===== src/rtl/game_pkg.sv =====
// game_pkg: encodings shared by the move arbiter, the game controller and the AI.
//   DIR_*   : 3-bit move command codes (DIR_NONE means "no move this cycle")
//   SRC_*   : 2-bit grant source codes reported by the arbiter
//   arb_state_e : move_arbiter FSM states
//   btn_to_dir  : fixed-priority encoder for simultaneous button pulses
//   max3        : elaboration-time helper used to size the shared counter
package game_pkg;

  localparam logic [2:0] DIR_UP    = 3'd0;
  localparam logic [2:0] DIR_RIGHT = 3'd1;
  localparam logic [2:0] DIR_DOWN  = 3'd2;
  localparam logic [2:0] DIR_LEFT  = 3'd3;
  localparam logic [2:0] DIR_NONE  = 3'd4;

  localparam logic [1:0] SRC_NONE = 2'd0;
  localparam logic [1:0] SRC_BTN  = 2'd1;
  localparam logic [1:0] SRC_UART = 2'd2;
  localparam logic [1:0] SRC_AI   = 2'd3;

  typedef enum logic [2:0] {
    ST_IDLE      = 3'd0,
    ST_ISSUE     = 3'd1,
    ST_WAIT_ACK  = 3'd2,
    ST_WAIT_DONE = 3'd3,
    ST_COOLDOWN  = 3'd4,
    ST_RESET     = 3'd5
  } arb_state_e;

  // Simultaneous presses resolve up > right > down > left.
  function automatic logic [1:0] btn_to_dir(input logic up, input logic right,
                                            input logic down, input logic left);
    logic [1:0] d;
    d = 2'd3;
    if (up) begin
      d = 2'd0;
    end else if (right) begin
      d = 2'd1;
    end else if (down) begin
      d = 2'd2;
    end else if (left) begin
      d = 2'd3;
    end else begin
      d = 2'd3;
    end
    return d;
  endfunction

  function automatic int max3(input int a, input int b, input int c);
    int m;
    m = a;
    if (b > m) begin
      m = b;
    end else begin
      m = m;
    end
    if (c > m) begin
      m = c;
    end else begin
      m = m;
    end
    return m;
  endfunction

endpackage


===== src/rtl/move_arbiter.sv =====
// move_arbiter: arbitrates direction requests from buttons, UART and AI into
// single-cycle move commands for the game controller, waits for the
// controller's busy handshake, enforces a cooldown, and turns new-game
// requests into a timed game reset pulse.
//
// Ports:
//   i_clk, i_rst            clock, asynchronous active-high reset
//   i_btn_up/right/down/left single-cycle debounced direction presses
//   i_btn_new               single-cycle debounced new-game press
//   i_uart_valid/i_uart_dir, o_uart_ready   UART request handshake
//   i_ai_en, i_ai_valid/i_ai_dir, o_ai_ready AI request handshake
//   i_ctrl_busy             game controller is processing a move
//   o_dir                   move command (DIR_NONE except in ISSUE)
//   o_game_rst              game controller reset pulse
//   o_src                   source of the last grant
//   o_timeout               one-cycle pulse when a move is abandoned
//   o_move_count            saturating count of issued moves
module move_arbiter
  import game_pkg::*;
#(
  parameter int TIMEOUT    = 1024,
  parameter int COOLDOWN   = 16,
  parameter int RST_CYCLES = 4,
  parameter int CNT_W      = 16
) (
  input  logic             i_clk,
  input  logic             i_rst,
  input  logic             i_btn_up,
  input  logic             i_btn_right,
  input  logic             i_btn_down,
  input  logic             i_btn_left,
  input  logic             i_btn_new,
  input  logic             i_uart_valid,
  input  logic [1:0]       i_uart_dir,
  output logic             o_uart_ready,
  input  logic             i_ai_en,
  input  logic             i_ai_valid,
  input  logic [1:0]       i_ai_dir,
  output logic             o_ai_ready,
  input  logic             i_ctrl_busy,
  output logic [2:0]       o_dir,
  output logic             o_game_rst,
  output logic [1:0]       o_src,
  output logic             o_timeout,
  output logic [CNT_W-1:0] o_move_count
);

  // One down-counter serves RESET, WAIT_ACK and COOLDOWN; it only ever holds
  // (duration - 1) down to zero, so log2 of the longest duration is enough.
  localparam int MAX_CNT = max3(TIMEOUT, COOLDOWN, RST_CYCLES);
  localparam int CW      = (MAX_CNT < 2) ? 1 : $clog2(MAX_CNT);

  arb_state_e       r_state;
  logic [CW-1:0]    r_cnt;
  logic             r_btn_pend;
  logic [1:0]       r_btn_dir;
  logic             r_new_pend;

  logic             w_btn_press;
  logic [1:0]       w_press_dir;
  logic             w_btn_avail;
  logic [1:0]       w_btn_dir;
  logic             w_can_grant;
  logic             w_grant;
  logic             w_grant_btn;
  logic [2:0]       w_grant_dir;
  logic [1:0]       w_grant_src;
  logic [CNT_W-1:0] w_count_next;

  // Button view: a press this cycle counts as pending immediately, and a
  // newer press overrides whatever is already latched.
  always_comb begin
    w_btn_press = i_btn_up | i_btn_right | i_btn_down | i_btn_left;
    w_press_dir = btn_to_dir(i_btn_up, i_btn_right, i_btn_down, i_btn_left);
    if (w_btn_press) begin
      w_btn_avail = 1'b1;
      w_btn_dir   = w_press_dir;
    end else begin
      w_btn_avail = r_btn_pend;
      w_btn_dir   = r_btn_dir;
    end
  end

  // Grant selection and ready outputs; a pending new game blocks all grants.
  always_comb begin
    w_can_grant = (r_state == ST_IDLE) && !r_new_pend;
    w_grant     = 1'b0;
    w_grant_btn = 1'b0;
    w_grant_dir = DIR_NONE;
    w_grant_src = SRC_NONE;
    if (w_can_grant) begin
      if (w_btn_avail) begin
        w_grant     = 1'b1;
        w_grant_btn = 1'b1;
        w_grant_dir = {1'b0, w_btn_dir};
        w_grant_src = SRC_BTN;
      end else if (i_uart_valid) begin
        w_grant     = 1'b1;
        w_grant_dir = {1'b0, i_uart_dir};
        w_grant_src = SRC_UART;
      end else if (i_ai_en && i_ai_valid) begin
        w_grant     = 1'b1;
        w_grant_dir = {1'b0, i_ai_dir};
        w_grant_src = SRC_AI;
      end else begin
        w_grant = 1'b0;
      end
    end else begin
      w_grant = 1'b0;
    end
    // Gated by i_rst so the readies read 0 while reset is held.
    o_uart_ready = !i_rst && w_can_grant && !w_btn_avail;
    o_ai_ready   = o_uart_ready && i_ai_en && !i_uart_valid;
  end

  // Saturating move counter increment.
  always_comb begin
    if (o_move_count == {CNT_W{1'b1}}) begin
      w_count_next = o_move_count;
    end else begin
      w_count_next = o_move_count + CNT_W'(1);
    end
  end

  // Arbiter FSM, request latches and registered outputs.
  always_ff @(posedge i_clk or posedge i_rst) begin
    if (i_rst) begin
      r_state      <= ST_IDLE;
      r_cnt        <= {CW{1'b0}};
      r_btn_pend   <= 1'b0;
      r_btn_dir    <= 2'd0;
      r_new_pend   <= 1'b0;
      o_dir        <= DIR_NONE;
      o_game_rst   <= 1'b0;
      o_src        <= SRC_NONE;
      o_timeout    <= 1'b0;
      o_move_count <= {CNT_W{1'b0}};
    end else begin
      o_dir      <= DIR_NONE;
      o_timeout  <= 1'b0;
      o_game_rst <= 1'b0;

      // Inputs are ignored while the game is being reset.
      if (r_state != ST_RESET) begin
        if (w_grant_btn) begin
          r_btn_pend <= 1'b0;
        end else if (w_btn_press) begin
          r_btn_pend <= 1'b1;
          r_btn_dir  <= w_press_dir;
        end
        if (i_btn_new) begin
          r_new_pend <= 1'b1;
        end
      end

      if (r_new_pend) begin
        // New game preempts whatever is in flight, including a half-done move.
        r_state      <= ST_RESET;
        r_cnt        <= CW'(RST_CYCLES - 1);
        o_game_rst   <= 1'b1;
        r_btn_pend   <= 1'b0;
        r_new_pend   <= 1'b0;
        o_move_count <= {CNT_W{1'b0}};
      end else begin
        case (r_state)
          ST_IDLE: begin
            if (w_grant) begin
              r_state      <= ST_ISSUE;
              o_dir        <= w_grant_dir;
              o_src        <= w_grant_src;
              o_move_count <= w_count_next;
            end
          end
          ST_ISSUE: begin
            r_state <= ST_WAIT_ACK;
            r_cnt   <= CW'(TIMEOUT - 1);
          end
          ST_WAIT_ACK: begin
            if (i_ctrl_busy) begin
              r_state <= ST_WAIT_DONE;
            end else if (r_cnt == {CW{1'b0}}) begin
              // TIMEOUT cycles in WAIT_ACK without busy: give the move up.
              o_timeout <= 1'b1;
              if (COOLDOWN == 0) begin
                r_state <= ST_IDLE;
              end else begin
                r_state <= ST_COOLDOWN;
                r_cnt   <= CW'(COOLDOWN - 1);
              end
            end else begin
              r_cnt <= r_cnt - CW'(1);
            end
          end
          ST_WAIT_DONE: begin
            if (!i_ctrl_busy) begin
              if (COOLDOWN == 0) begin
                r_state <= ST_IDLE;
              end else begin
                r_state <= ST_COOLDOWN;
                r_cnt   <= CW'(COOLDOWN - 1);
              end
            end
          end
          ST_COOLDOWN: begin
            if (r_cnt == {CW{1'b0}}) begin
              r_state <= ST_IDLE;
            end else begin
              r_cnt <= r_cnt - CW'(1);
            end
          end
          ST_RESET: begin
            if (r_cnt == {CW{1'b0}}) begin
              r_state <= ST_IDLE;
            end else begin
              r_cnt      <= r_cnt - CW'(1);
              o_game_rst <= 1'b1;
            end
          end
          default: begin
            r_state <= ST_IDLE;
          end
        endcase
      end
    end
  end

endmodule


===== config.mk =====
export PLATFORM = sky130hd
export DESIGN_NAME = move_arbiter
export DESIGN_NICKNAME = d
export VERILOG_FILES = /design/src/rtl/game_pkg.sv /design/src/rtl/move_arbiter.sv
export SDC_FILE = /design/constraint.sdc
export NUM_CORES = 1
export LEC_CHECK = 0
export CAP_MARGIN = 10
export CORE_UTILIZATION = 50
export CTS_CLUSTER_SIZE = 30
export DETAILED_ROUTE_END_ITERATION = 8
export PLACE_DENSITY = 0.76
export SYNTH_ARGS = -nofsm -noshare
export SYNTH_HDL_FRONTEND = slang
export SYNTH_SLANG_ARGS = --single-unit

===== constraint.sdc =====
create_clock -name i_clk -period 4 [get_ports i_clk]
set_input_delay 0.6 -clock i_clk [delete_from_list [all_inputs] [get_ports i_clk]]
set_output_delay 0.6 -clock i_clk [all_outputs]
set_load 0.05 [all_outputs]

### After elaboration in Yosys (flattened, before gate mapping)

Index checks and enable logic that the tools add are counted.

| storage, ports and cells | value |
|---|---|
| logic and storage cells | 105 |
| input port bits | 15 |
| output and inout bits | 25 |
| register bits after elaboration | 40 |

| operators by class | value |
|---|---|
| reductions and logical operators | 22 |
| equal/unequal tests | 14 |
| add/subtract/negate cells | 2 |
| muxes and demuxes | 52 |
| bitwise logic cells | 5 |

Operators by type and width:

| operator | count |
|---|---|
| 2-to-1 mux 16 bit | 4 |
| 2-to-1 mux 10 bit | 5 |
| case mux 10 bit (4 select lines) | 1 |
| 2-to-1 mux 3 bit | 13 |
| 2-to-1 mux 1 bit | 21 |
| adder 16 x 1 -> 16 bit (second input constant) | 1 |
| == test 16 bit (second input constant) | 1 |
| inequality test 3 bit (second input constant) | 5 |
| case mux 3 bit (5 select lines) | 1 |
| 2-to-1 mux 2 bit | 7 |
| zero test 10 bit | 1 |
| subtractor 10 x 1 -> 10 bit (second input constant) | 1 |
| AND reduction 4 bit | 2 |
| == test 3 x 2 -> 1 bit (second input constant) | 2 |
| == test 3 bit (second input constant) | 2 |
| logical AND 1 bit | 6 |
| AND reduction 3 bit | 2 |
| nonzero test 2 bit | 3 |
| nonzero test 5 bit | 1 |
| zero test 1 bit | 4 |
| inequality test 4 bit (second input constant) | 1 |
| == test 3 x 1 -> 1 bit (second input constant) | 1 |
| zero test 3 bit | 1 |
| inequality test 3 x 1 -> 1 bit (second input constant) | 1 |
| 5 further kinds | 8 |

### Longest topological paths before layout

Gate-level depths: netlist (run 1).

| logic depth | value |
|---|---|
| word-level depth | 9 |
| depth in mapped cells | 8 |
| mapped depth without buffers | 7 |

### Worst setup path before layout (run 1)

Ideal clock, no wire load.

| timing path | value |
|---|---|
| path type | input -> output |
| start point | input i_btn_down |
| end point | output o_ai_ready |
| required time | 3.400 ns |
| arrival | 3.115 ns |
| cell stages on the path | 5 |
| path buffers | 1 |
| setup slack | 0.285 ns |
| path through | nor3_1 > and2_1 > clkbuf_1 > nand2_1 > nor4b_1 |

| on the way | value |
|---|---|
| cells in the longest elaborated chain, start to end | 7 |

RTL lines:

| what | RTL line | source |
|---|---|---|
| from (decl) | move_arbiter.sv:30 | `input logic i_btn_down,` |
| OR 1 bit (2 in series) | move_arbiter.sv:73 | `w_btn_press = i_btn_up \| i_btn_right \| i_btn_down \| i_btn_left;` |
| 2-to-1 mux 1 bit | - |  |
| zero test 1 bit | move_arbiter.sv:112 | `o_uart_ready = !i_rst && w_can_grant && !w_btn_avail;` |
| logical AND 1 bit | move_arbiter.sv:112 |  |
| logical AND 1 bit (2 in series) | move_arbiter.sv:113 | `o_ai_ready = o_uart_ready && i_ai_en && !i_uart_valid;` |
| to (decl) | move_arbiter.sv:39 | `output logic o_ai_ready,` |

No other way between the ends.

### Worst setup path after layout (run 1)

Ends and elaborated chain as after synthesis.

==> results of run 1 <==
==> Yosys cell counts (all sizes together) (6+ instances only) <==
library cell | count | share of area
nor3 | 15 | 0.033
nor2 | 26 | 0.043
mux2i | 6 | 0.027
a31oi | 7 | 0.026
nand2 | 14 | 0.023
xor2 | 6 | 0.023
o21ai | 10 | 0.027
dfrtp | 39 | 0.43
nand3 | 8 | 0.018
a21oi | 23 | 0.051
or3 | 6 | 0.017
clkbuf | 7 | 0.012
inv | 17 | 0.028
==> kinds of logic after synthesis <==
| group | count (synthesis) |
|---|---|
| AO/OA/AOI/OAI | 67 |
| XOR/XNOR | 7 |
| adder cells (fa/ha/maj) | 2 |
| buffers and inverters | 28 |
| flip-flops | 40 |
| multiplexers | 8 |
| AND/OR/NAND/NOR | 97 |
==> critical path: stages <==
cell and delay, ns:
clkdlybuf4s50_1 0.43, nor3_1 0.36, and2_1 0.20, nand2_1 0.07, nor4b_1 0.27, clkdlybuf4s50_1 0.86
==> cells in the final DEF (no fill, tap or decap), types with 2 or more instances in the layout <==
cell,instances
a211oi_1,3
a21o_1,2
a21oi_1,23
a31oi_1,6
and2_1,4
and4_1,3
buf_4,3
clkbuf_8,6
clkdlybuf4s50_1,39
dfrtp_1,39
ha_1,2
inv_1,17
mux2_2,2
mux2i_1,6
nand2_1,14
nand2b_1,2
nand3_1,8
nor2_1,26
nor2b_1,2
nor3_1,15
nor3b_1,2
nor4_1,5
o2111ai_1,4
o21a_1,2
o21ai_0,9
o21bai_1,3
o32ai_1,5
or3_1,6
or4_1,3
xor2_1,6
==> state kept, by name (all words and copies together) (netlist names), 2 cells and up <==
name          count
o_move_count     16
r_state           3
o_src             2
r_cnt            10
r_btn_dir         2
o_dir             3
==> layout make-up <==
class	instances	area (sq um)	share of cell area
Clock buffer	6	82.6	0.0295
Clock inverter	2	38.8	0.0138
Inverter	17	63.8	0.0228
Multi-Input combinational cell	181	1140	0.406
Sequential cell	40	1000	0.358
Tap cell	52	65.1	0.0232
Timing Repair Buffer	42	413	0.147
==> final timing paths <==
kind,endpoint,depth (start not counted)
worst max-delay path,o_ai_ready,6
worst min-delay path,o_src[1],1
worst max register to register,r_state[0],7
worst min register to register,o_src[1],1
max in group asynchronous,o_dir[2],3
min in group asynchronous,r_btn_dir[1],3
==> report_power, final <==
group          switching (W)  total (W)  internal (W)
registers           0.000115   0.000630      0.000514
clock network       0.000144   0.000348      0.000204
logic               0.000468   0.000749      0.000280
==> per-stage QoR <==
step           total power, W  utilization
4_1_cts               0.00174        0.643
5_1_grt               0.00186        0.643
6_report              0.00173        0.643
2_1_floorplan         0.00120            -
3_3_place_gp          0.00136        0.616
3_5_place_dp          0.00138        0.616
==> metal layers <==
metal  track usage  up-vias
met5             0        -
met2         0.344       45
met4        0.0726        0
met1         0.300      937
li1              -      992
met3        0.0480        9
==> summary.md, run 1 <==
| Metric | Value |
|---|---|
| Core Box Area | `between 4000 and 5000 sq um` |
| RSZ-0062 raised after global routing | `false` |
| Slew Viols, Final | `0` |
| Worst-skew pair later-pin latency | `0.29 ns` |
| WL/cell | `between 10 and 15 um` |
| P_leak | `between 1 and 1.5 nW` |
| Initial core utilization | `0.518` |
| Max Clk Rate | `roughly 290 MHz` |
| Xor-xnor portion of the synthesized cell area | `0.0272` |
| Share of layout cells above drive strength 1 | `0.0660` |
| Final Instance Area | `around 2800 sq um` |
| Setup ws final | `approximately 0.60 ns` |
| Yosys Warn Count | `0` |
| CTS resizes | `0` |
| Worst Clk Skew | `0.00606 ns` |
| Die Span Y | `69.2 um` |
| Initial DRT Pass Iterations | `4` |
| Distinct cells, synth | `50` |
| Final hold viol count | `0` |
| Synthesized flop and latch total | `40` |
| Simple-gate area share of the yosys netlist | `0.223` |
| Row cnt | `24` |
| Final #Nets | `between 300 and 400` |
| Clock sinks | `40` |
| Compound-Gate Fraction of Synth Area | `0.205` |
| Hold-fix buffers at CTS | `0` |
| Max-cap violations | `0` |
| First-pass GRT wire length | `8470 um` |
| Adder-Cell Fraction of Synth Area | `0.0111` |
| Worst hold start | `o_src[1]` |
| Layout area overhead | `24.1%` |
| Cells after synthesis | `249` |
| I/O Pins | `40` |
| Vias in the first global route | `roughly 1,900` |
| Asr flop ratio synth | `1.00` |
| Final Non-Filler Cells | `340` |
| Setup TNS Final | `0 ns` |
| Critical path peak fanout | `3` |
| Area after DPL | `2680 sq um` |
| R2R setup slack | `between 1 and 1.5 ns` |
| Metal2 WL | `2340 um` |
| Max Used Layer | `met4` |
| Post-DP HPWL | `between 3000 and 4000 um` |
| Vias/cell | `~5.8` |
| DRC viols | `0` |
| Status | `complete, no violations` |
| Hold Path Class | `register to register` |
| CTS tree | `built` |
| # fillers | `376` |
| Clock buffer depth | `2` |
| Initial antenna violation count | `0` |
| Least-Margin Pin Slew | `0.817 ns` |
| Synthesized area per cell | `around 9 sq um` |
| Top FF cell, synth | `dfrtp_1` |
| P per Cell Area | `about 620 nW/um^2` |
| Largest family of logic cells by synthesized area | `simple AND/OR/NAND/NOR gates` |
| Port-buffer cells | `39` |
| Netlist Area Pre-Place | `~2300 sq um` |
| Worst Setup Start Kind | `input pin` |
| RePlAce Congestion | `0.862` |
| Sequential fraction of the synthesis area | `0.444` |
| GRT Residual Overflow | `0` |
| Final ANT Viol Nets | `0` |
| Met1 WL | `2280 um` |
| Crit. End Element | `output pin` |
| Metal3 WL | `171 um` |
| RR Startpoint | `r_cnt[0]` |
| Peak supply drop | `around 0.38 mV` |
| Mux cell area share after synthesis | `0.0366` |
| EDFF count, synth | `0` |
| Max-slew headroom | `0.453` |
| CP arrival | `approximately 2.8 ns` |
| Worst Path Required | `~3.4 ns` |
| Tot GR Track Use | `0.218` |
| Vias | `1,983` |
| Final setup fails | `0` |
| Largest net degree at the start of global routing | `41` |
| CP startpoint | `i_btn_down` |
| Mapped Nets | `about 270` |
| Post-Route WL | `a little under 5000 um` |
| Worst hold margin | `a little over 0.5 ns` |
| Dpl cells | `between 300 and 400` |
| Post-route minimum period | `approximately 3.4 ns` |
| CTS H-tree lvls | `2` |
| CP Class | `input pin to output pin` |
| Pre-CTS WS | `0.587 ns` |
| Area of the die | `4790 sq um` |
| Clock Tree Root | `clkbuf_8` |
| Part of the cycle the worst path needs | `0.850` |
| Clock slew at reported path FFs | `0.08 ns` |
| DIE WIDTH | `roughly 70 um` |
| TritonCTS Buffers | `5` |
| Initial drt markers | `116` |
| ANT cells | `0` |
| Setup Fix Bufs, Post-CTS | `0` |
No activity file was read; power rests on OpenSTA's default activity.
==> inputs of run 2 (changes only) <==
--- a/config.mk
+++ b/config.mk
@@ -6,10 +6,10 @@
 export NUM_CORES = 1
 export LEC_CHECK = 0
 export CAP_MARGIN = 10
-export CORE_UTILIZATION = 50
+export CORE_UTILIZATION = 47
 export CTS_CLUSTER_SIZE = 30
 export DETAILED_ROUTE_END_ITERATION = 8
-export PLACE_DENSITY = 0.76
+export PLACE_DENSITY = 0.75
 export SYNTH_ARGS = -nofsm -noshare
 export SYNTH_HDL_FRONTEND = slang
 export SYNTH_SLANG_ARGS = --single-unit
==> constraint.sdc (replaced) <==
create_clock -name i_clk -period 2.8 [get_ports i_clk]
set_input_delay 0.42 -clock i_clk [delete_from_list [all_inputs] [get_ports i_clk]]
set_output_delay 0.42 -clock i_clk [all_outputs]
set_load 0.05 [all_outputs]
==> run 2 against run 1 <==
Against the previous run: the flow now finishes with violations (design-rule violations); first-iteration DRC count rose by 16%; die area rose by 6.2%; cell count rose by 1.2%; highest routed layer unchanged.
==> summary.md, run 2 (synthesized netlist as in run 1, its figures left out) <==
| Metric | Value |
|---|---|
| I/O Pins | `40` |
| Initial core utilization | `0.504` |
| Slew Viols, Final | `0` |
| Least-Margin Pin Slew | `roughly 0.76 ns` |
| CP arrival | `around 2.7 ns` |
| Clock slew at reported path FFs | `about 0.07 ns` |
| Post-Route WL | `around 5000 um` |
| Setup Fix Bufs, Post-CTS | `0` |
| WL/cell | `about 14 um` |
| Max Clk Rate | `roughly 400 MHz` |
| Layout area overhead | `25.7%` |
| Area of the die | `5080 sq um` |
| RSZ-0062 raised after global routing | `false` |
| Flip-flop count of the largest register after layout | `16` |
| Final ANT Viol Nets | `0` |
| Worst-skew pair later-pin latency | `roughly 0.3 ns` |
| Initial drt markers | `around 140` |
| Vias in the first global route | `about 1,900` |
| First-pass GRT wire length | `between 8000 and 9000 um` |
| Setup TNS Final | `0 ns` |
| Clock buffer depth | `2` |
| Area after DPL | `approximately 2700 sq um` |
| Vias | `between 2,000 and 2,500` |
| Worst Path Required | `about 3 ns` |
| Final #Nets | `approximately 300` |
| Initial DRT Pass Iterations | `6` |
| DIE WIDTH | `between 70 and 80 um` |
| CP max-delay cell | `or3b_2` |
| Clock Tree Root | `clkbuf_8` |
| Final Non-Filler Cells | `344` |
| ANT cells | `0` |
| Worst Clk Skew | `between 0.015 and 0.02 ns` |
| Share of layout cells above drive strength 1 | `0.0856` |
| RePlAce Congestion | `a little under 0.9` |
| Port-buffer cells | `39` |
| Core Box Area | `4470 sq um` |
| Max-slew headroom | `0.494` |
| Most common cell after layout, fill and taps aside | `dfrtp_1` |
| Hold-fix buffers at CTS | `0` |
| Hold Path Class | `register to register` |
| P_leak | `~1.2 nW` |
| CP Class | `register to register` |
| Final hold viol count | `0` |
| Worst hold margin | `between 0.5 and 0.6 ns` |
| Critical path peak fanout | `5` |
| GRT Residual Overflow | `0` |
| CTS tree | `built` |
| Post-DP HPWL | `about 3500 um` |
| Post-route minimum period | `roughly 2.5 ns` |
| Dpl cells | `roughly 340` |
| Tot GR Track Use | `0.217` |
| TritonCTS Buffers | `5` |
| Vias/cell | `5.85` |
| Final setup fails | `0` |
| Part of the cycle the worst path needs | `0.886` |
| Worst Setup Start Kind | `register` |
| Final Instance Area | `approximately 2800 sq um` |
| Slowest cell delay on critical path | `0.52 ns` |
| Status | `finished with violations` |
| Row cnt | `24` |
| Max-cap violations | `0` |
| Initial antenna violation count | `0` |
| Largest reg by FF count | `o_move_count` |
| DRC viols | `3` |
| Critical path's most frequent cell | `nor3_1` |
| Most frequent cells in the layout | `dfrtp_1, clkdlybuf4s50_1, nor2_1, a21oi_1, inv_1` |
| CTS resizes | `0` |
| CTS H-tree lvls | `2` |
| Clock sinks | `40` |
| Failing checks | `design-rule violations` |
| Peak supply drop | `0.668 mV` |
| Crit. End Element | `register` |
| Die Span Y | `~71 um` |
| Regs by FF count | `o_move_count (16), r_cnt (10)` |
| R2R setup slack | `0.32 ns` |
| Largest net degree at the start of global routing | `41` |
| CP cell instances | `inv_1, ha_1, or3b_2, nor3_1, nor3_1, a311oi_1, mux2i_1` |
| P per Cell Area | `between 800 and 900 nW/um^2` |
[run 2: changes by cell type in the layout (fill, tap and decap cells not counted)]
cell	change
nor4b_1	-1
clkbuf_8	+1
nor4b_2	+1
bufinv_16	-1
clkbuf_1	+1
buf_4	+4
clkinv_4	-1
buf_12	+2
clkdlybuf4s50_1	-2
[run 2: worst max-delay path, delay by kind of cell, from the launching register on]
kind	cells	cell delay, ns
flip-flops	1	0.41
multiplexers	1	0.25
adder cells (fa/ha/maj)	1	0.20
AND/OR/NAND/NOR	3	1.00
AO/OA/AOI/OAI	1	0.47
buffers and inverters	1	0.07
[run 2: cell type report]
cell class	count	area [sq um]
Multi-Input combinational cell	181	1140
Sequential cell	40	1000
Inverter	17	63.8
Timing Repair Buffer	46	463
Fill cell	373	1640
Tap cell	52	65.1
Clock buffer	8	100
[run 2: worst paths after layout]
check	start	to	depth (start not counted)
worst min-delay path	o_src[1]	o_src[1]	1
min in group asynchronous	i_rst	o_dir[0]	3
worst max register to register	r_cnt[0]	r_state[0]	7
max in group asynchronous	i_rst	o_src[1]	3
worst min register to register	o_src[1]	o_src[1]	1
worst max-delay path	r_cnt[0]	r_state[0]	7
[run 2: per-stage QoR]
| step | util | setup WS, ns | total power [W] |
|---|---|---|---|
| after floorplan | - | 0.130 | 0.00172 |
| after global placement | 0.612 | 0.362 | 0.00199 |
| after detailed placement | 0.612 | 0.347 | 0.00201 |
| after CTS | 0.634 | 0.337 | 0.00243 |
| after global routing | 0.634 | 0.121 | 0.00262 |
| final | 0.634 | 0.319 | 0.00243 |
[run 2: power by group]
part           internal, W  switching (W)  total (W)
Clock             0.000225       0.000197   0.000422
Combinational     0.000435       0.000704    0.00114
Sequential        0.000735       0.000135   0.000871
[run 2: layer usage]
metal  global-route usage  up-vias  share of wire
li1                     -     1007              -
met1                0.304      952           0.47
met2                0.345       52           0.48
met3               0.0478        2          0.046
met4               0.0533        0         0.0030
met5                    0        -              0
